[src/rtl/axicb_wr_arb_pkg.sv]
// Shared types and helpers for the write-path burst arbiter.
// State encoding and index to one-hot conversion.
package axicb_wr_arb_pkg;

  localparam int MAX_REQ = 8;

  typedef enum logic {
    IDLE  = 1'b0,
    GRANT = 1'b1
  } aw_state_e;

  function automatic logic [MAX_REQ-1:0] idx2onehot(
    input logic [2:0] idx
  );
    logic [MAX_REQ-1:0] oh;
    oh      = '0;
    oh[idx] = 1'b1;
    return oh;
  endfunction

endpackage

[src/rtl/axicb_wr_order_fifo.sv]
// Order FIFO of granted master indices.
// Head entry selects which master owns the W channel.
module axicb_wr_order_fifo
  import axicb_wr_arb_pkg::*;
#(
  parameter int WIDTH = 2,
  parameter int DEPTH = 4,
  localparam int PW = $clog2(DEPTH),
  localparam int CW = $clog2(DEPTH + 1)
) (
  input  logic             clk,
  input  logic             srst,
  input  logic             i_push,
  input  logic [WIDTH-1:0] i_din,
  input  logic             i_pop,
  output logic [WIDTH-1:0] o_head,
  output logic             o_full,
  output logic             o_empty,
  output logic [CW-1:0]    o_count
);

  logic [WIDTH-1:0] r_mem [DEPTH];
  logic [PW-1:0]    r_wr;
  logic [PW-1:0]    r_rd;
  logic [CW-1:0]    r_cnt;
  logic             w_push;
  logic             w_pop;

  assign o_full  = (r_cnt == CW'(DEPTH));
  assign o_empty = (r_cnt == '0);
  assign o_count = r_cnt;
  assign o_head  = r_mem[r_rd];
  assign w_push  = i_push & ~o_full;
  assign w_pop   = i_pop & ~o_empty;

  // Entry storage; contents are don't-care while empty.
  always_ff @(posedge clk) begin
    if (w_push) r_mem[r_wr] <= i_din;
  end

  // Pointers wrap naturally; count tracks push/pop balance.
  always_ff @(posedge clk) begin
    if (srst) begin
      r_wr  <= '0;
      r_rd  <= '0;
      r_cnt <= '0;
    end else begin
      if (w_push) r_wr <= r_wr + PW'(1);
      if (w_pop)  r_rd <= r_rd + PW'(1);
      case ({w_push, w_pop})
        2'b10:   r_cnt <= r_cnt + CW'(1);
        2'b01:   r_cnt <= r_cnt - CW'(1);
        default: r_cnt <= r_cnt;
      endcase
    end
  end

endmodule

[src/rtl/axicb_wr_burst_arbiter.sv]
// Round-robin AW arbiter with in-order W burst routing.
// Drives mux selects and handshakes for one slave port.
module axicb_wr_burst_arbiter
  import axicb_wr_arb_pkg::*;
#(
  parameter int REQ_NB     = 4,
  parameter int FIFO_DEPTH = 4,
  localparam int IW = $clog2(REQ_NB),
  localparam int CW = $clog2(FIFO_DEPTH + 1)
) (
  input  logic              aclk,
  input  logic              srst,
  input  logic [REQ_NB-1:0] awvalid_i,
  output logic [REQ_NB-1:0] awready_o,
  output logic              awvalid_o,
  input  logic              awready_i,
  output logic [REQ_NB-1:0] aw_sel,
  input  logic [REQ_NB-1:0] wvalid_i,
  input  logic [REQ_NB-1:0] wlast_i,
  output logic [REQ_NB-1:0] wready_o,
  output logic              wvalid_o,
  output logic              wlast_o,
  input  logic              wready_i,
  output logic [REQ_NB-1:0] w_sel,
  output logic              busy
);

  aw_state_e         r_state;
  aw_state_e         w_state_nxt;
  logic [IW-1:0]     r_ptr;
  logic [IW-1:0]     r_win;
  logic [REQ_NB-1:0] r_sel;

  logic              w_found;
  logic [IW-1:0]     w_win;
  logic [IW-1:0]     w_idx;
  logic [REQ_NB-1:0] w_win_oh;
  logic [IW-1:0]     w_ptr_nxt;
  logic              w_grant;
  logic              w_push;
  logic              w_pop;
  logic              w_awvalid;
  logic [REQ_NB-1:0] w_awready;

  logic [IW-1:0]     w_head;
  logic [REQ_NB-1:0] w_head_oh;
  logic              w_full;
  logic              w_empty;
  logic [CW-1:0]     w_count;

  // First requester at or after r_ptr, scanning with wrap.
  always_comb begin
    w_found = 1'b0;
    w_win   = '0;
    w_idx   = '0;
    for (int i = 0; i < REQ_NB; i++) begin
      w_idx = IW'((int'(r_ptr) + i) % REQ_NB);
      if (!w_found && awvalid_i[w_idx]) begin
        w_found = 1'b1;
        w_win   = w_idx;
      end
    end
  end

  assign w_win_oh  = REQ_NB'(idx2onehot(3'(w_win)));
  assign w_ptr_nxt = (r_win == IW'(REQ_NB - 1)) ?
                     '0 : r_win + IW'(1);

  // AW state register.
  always_ff @(posedge aclk) begin
    if (srst) r_state <= IDLE;
    else      r_state <= w_state_nxt;
  end

  // AW next state and handshake steering.
  always_comb begin
    w_state_nxt = r_state;
    w_grant     = 1'b0;
    w_push      = 1'b0;
    w_awvalid   = 1'b0;
    w_awready   = '0;
    unique case (r_state)
      IDLE: begin
        if (w_found && !w_full) begin
          w_grant     = 1'b1;
          w_state_nxt = GRANT;
        end
      end
      GRANT: begin
        w_awvalid        = awvalid_i[r_win];
        w_awready[r_win] = awready_i;
        w_push           = w_awvalid & awready_i;
        if (w_push) w_state_nxt = IDLE;
      end
    endcase
  end

  // Winner capture on grant, pointer advance on handshake.
  always_ff @(posedge aclk) begin
    if (srst) begin
      r_sel <= '0;
      r_win <= '0;
      r_ptr <= '0;
    end else if (w_grant) begin
      r_sel <= w_win_oh;
      r_win <= w_win;
    end else if (w_push) begin
      r_sel <= '0;
      r_ptr <= w_ptr_nxt;
    end
  end

  assign aw_sel    = r_sel;
  assign awvalid_o = w_awvalid;
  assign awready_o = w_awready;

  axicb_wr_order_fifo #(
    .WIDTH (IW),
    .DEPTH (FIFO_DEPTH)
  ) u_order_fifo (
    .clk     (aclk),
    .srst    (srst),
    .i_push  (w_push),
    .i_din   (r_win),
    .i_pop   (w_pop),
    .o_head  (w_head),
    .o_full  (w_full),
    .o_empty (w_empty),
    .o_count (w_count)
  );

  assign w_head_oh = REQ_NB'(idx2onehot(3'(w_head)));

  // W channel follows the oldest outstanding burst.
  always_comb begin
    w_sel    = '0;
    wvalid_o = 1'b0;
    wlast_o  = 1'b0;
    wready_o = '0;
    if (!w_empty) begin
      w_sel    = w_head_oh;
      wvalid_o = wvalid_i[w_head];
      wlast_o  = wlast_i[w_head];
      wready_o = w_head_oh & {REQ_NB{wready_i}};
    end
  end

  assign w_pop = wvalid_o & wready_i & wlast_o;
  assign busy  = (r_state == GRANT) | (w_count != '0);

endmodule
[config.mk]
export PLATFORM = sky130hd
export DESIGN_NAME = axicb_wr_burst_arbiter
export DESIGN_NICKNAME = d
export VERILOG_FILES = /design/src/rtl/axicb_wr_arb_pkg.sv /design/src/rtl/axicb_wr_order_fifo.sv /design/src/rtl/axicb_wr_burst_arbiter.sv
export SDC_FILE = /design/constraint.sdc
export NUM_CORES = 1
export LEC_CHECK = 0
export ABC_AREA = 1
export CAP_MARGIN = 10
export CORE_MARGIN = 1
export CORE_UTILIZATION = 50
export CTS_CLUSTER_DIAMETER = 60
export DETAILED_ROUTE_END_ITERATION = 10
export PLACE_DENSITY = 0.79
export SLEW_MARGIN = 20
export SYNTH_ARGS = -nofsm -noshare
export SYNTH_HDL_FRONTEND = slang
export SYNTH_SLANG_ARGS = --single-unit
[constraint.sdc]
create_clock -name aclk -period 6.2 [get_ports aclk]
set_clock_uncertainty 0.15 [all_clocks]
set_input_delay 1.24 -clock aclk [delete_from_list [all_inputs] [get_ports aclk]]
set_output_delay 1.24 -clock aclk [all_outputs]
set_load 0.05 [all_outputs]
==> flow_summary.json <==
{
  "core_mm2": 0.00315,
  "rsz0062_at_grt": "false",
  "min_from": "u_order_fifo.o_count[2]",
  "critPathArrivalTime_ns": 2.93,
  "grt_pass1_vias": 1420,
  "p_switching_w": 0.000239,
  "antenna_found_initial": 0,
  "post_drt_wl_per_cell_um": 10.7,
  "holdBufCountCts": 0,
  "cts_setup_buffers": 0,
  "final_area_mm2": 0.00213,
  "power_frac_clock": 0.130,
  "finalCritPeriodShare": 0.698,
  "setup_tns_ns": 0,
  "crit_fanout": 3,
  "grt_pass1_wl_mm": 5.75,
  "ys_types": 28,
  "grt_max_degree": 15,
  "synth_common_cells": "nand2_1 (70), inv_1 (36), nor2_1 (26)",
  "yosys.area.top_type_share": 0.211,
  "die_h_um": 60.4,
  "synth_area_per_cell_um2": 6.75,
  "synth.area.top_cells": "dfxtp_1 (21%), nand2_1 (15%), edfxtp_1 (14%), inv_1 (7.9%), ha_1 (6.6%)",
  "switching_share": 0.440,
  "rrSetupSlack_ns": 3.46,
  "synth_top_family_by_area": "simple AND/OR/NAND/NOR gates",
  "hold_violations": 0,
  "start_util": 0.542,
  "cts.clk_slew.worst_paths_ns": 0.13,
  "fmax_mhz": 231,
  "report.final.slew_viol_count": 0,
  "syn_nets": 279,
  "drtPass1Iterations": 4,
  "synth_edf_count": 8,
  "seq_area_um2": 601,
  "io_buffers": 35,
  "synth_mux_area_frac": 0,
  "worst_pin_slew_ns": 0.629,
  "synth_area_mm2": 0.00171,
  "slowest_stage": "clkdlybuf4s50_1",
  "crit_start": "awvalid_i[0]",
  "ys_ff_latch": 26,
  "rows": 20,
  "insertion_delay_ns": 0.31,
  "power.leakage_nw": 0.979,
  "synth_compound_area_frac": 0.0967,
  "async_flop_share": 0,
  "routed_via_density": 4.88,
  "synth_flop_cell": "dfxtp_1",
  "placed_area_mm2": 0.00210,
  "yosysWarnings": 0,
  "power.share.sequential": 0.399,
  "path_buf_inv": 3,
  "relSlewSlack": 0.578,
  "fin_total_pwr_w": 0.000543,
  "crit_path_frequent_cell": "clkdlybuf4s50_1",
  "diodes": 0,
  "cts_buffers": 3,
  "cts_resized": 0,
  "synth.most_common_cell": "nand2_1",
  "synth-seq-area-share": 0.352,
  "setup_viol": 0,
  "yosys.area_share.adder": 0.0777,
  "dp_hpwl_mm": 2.81,
  "drt-total-wl_mm": 3.56,
  "worstPathCellList": "clkdlybuf4s50_1 > inv_1 > o21ai_0 > nand2_1 > nor2_1 > clkdlybuf4s50_1",
  "powerDensity_mw_per_mm2": 255,
  "period_needed_ns": 4.32,
  "cts_tree": "done",
  "io_pins": 36,
  "power.internal_w": 0.000304,
  "track_usage": 0.209,
  "clock-root-buffer": "clkbuf_4",
  "die_area_mm2": 0.00365,
  "ff2ff_path_depth": 13,
  "gp_congestion": 0.874,
  "synth-xor-area-share": 0.0103,
  "critical_path_class": "in -> out",
  "route.detailed.drc": 0,
  "ant_nets": 0,
  "cts_max_path_buffers": 2,
  "yosys.area_share.simple": 0.365,
  "hold_depth": 1,
  "clock_sinks": 26,
  "die_w_um": 60.4,
  "nFillCells": 305,
  "multi_input_area_um2": 943,
  "grt_overflow": 0,
  "drt_iter0_drc": 64,
  "ir_drop_v": 0.000176,
  "cp.required_ns": 4.81,
  "routed-via-count": 1626,
  "r2r-end": "u_order_fifo.o_count[2]",
  "worstSetupEndpointType": "output port",
  "holdPathEnd": "u_order_fifo.o_count[2]",
  "critPathLaunchType": "input port",
  "power_frac_comb": 0.470,
  "hp-class": "reg -> reg",
  "reg2reg_from": "r_win[0]",
  "syn_inst": 253,
  "final_net_count": 316,
  "layout-drive-gt1-share": 0.0761,
  "yosys.area.top_type": "dfxtp_1",
  "syn2layout_area_growth_pct": 24.7,
  "cp_top_family": "buffers and inverters",
  "status": "finished, final reports clean",
  "htree_num_levels": 1,
  "cp_slowest_stage_delay_ns": 0.81,
  "max-cap-violations": 0
}
metal layers:
metal / wire length (um) / up-vias / track usage
met5: 0 / - / 0
met4: 27 / 0 / 0.0487
met3: 181 / 4 / 0.0362
met2: 1740 / 38 / 0.405
met1: 1620 / 710 / 0.236
li1: - / 874 / -
logic make-up after synthesis:
family / Yosys count
adder cells (fa/ha/maj): 10
XOR/XNOR: 2
buffers and inverters: 44
AND/OR/NAND/NOR: 140
flip-flops: 26
AO/OA/AOI/OAI: 31
power groups by stage:
stage	registers (W)	clock network, W	logic [W]
detailed placement	0.000220	0	0.000255
finish	0.000217	0.0000706	0.000255
global route	0.000220	0.0000781	0.000282
global placement	0.000219	0	0.000252
CTS	0.000216	0.0000709	0.000257
floorplan	0.000228	0	0.000174
cell usage in the layout (no fill, tap or decap), types with 3 or more instances in the layout:
cell,count
nand2_1,70
inv_1,36
clkdlybuf4s50_1,35
nor2_1,26
nand3_1,21
a21oi_1,18
dfxtp_1,18
ha_1,9
o21ai_0,8
edfxtp_1,8
nand2_2,6
inv_2,5
nand3b_1,4
nor3_1,4
nor2_2,3
clkbuf_4,3
flip-flops by register name, indices dropped and copies added (netlist names), named ones only:
signal and flops:
r_ptr 2, u_order_fifo.r_rd 2, u_order_fifo.r_wr 2, u_order_fifo.r_mem 8
aw_sel 4, r_state 1, r_win 2, u_order_fifo.o_count 3
final cells by class:
type | instances | area share
clock inverter | 1 | 0.00176
inverter | 41 | 0.0723
sequential | 26 | 0.282
tap | 44 | 0.0259
timing repair buffer | 35 | 0.165
multi-input combinational | 183 | 0.443
clock buffer | 3 | 0.0106
worst reg2reg max path, cell delays in order (launching register included):
cell and delay (ns):
dfxtp_1 0.61, a21oi_1 0.11, o21ai_0 0.09, nand2_1 0.11, nor2_1 0.12, inv_2 0.10, nor2_1 0.19, inv_2 0.10
ha_1 0.24, fa_1 0.39, a21oi_1 0.14, o21a_1 0.14, o21ai_0 0.07, a21oi_1 0.12
per-stage QoR:
stage	worst slack, ns	hold WS [ns]	utilization	cells
final	1.88	0.349	0.675	333
after detailed placement	1.88	0.310	0.665	329
after CTS	1.86	0.330	0.674	333
after global placement	1.85	0.310	0.665	329
after floorplan	2.40	0.287	-	253
after global routing	1.75	0.373	0.675	333
how the worst max path moves through the flow:
stage                  end  slack [ns]  depth (start not counted)
6_report         awvalid_o        1.88                          6
5_1_grt          awvalid_o        1.75                          6
2_1_floorplan  wready_o[0]        2.40                          2
3_3_place_gp     awvalid_o        1.85                          6
4_1_cts          awvalid_o        1.86                          6
3_5_place_dp     awvalid_o        1.88                          6
Note: power is estimated with default switching activity, not from simulation.
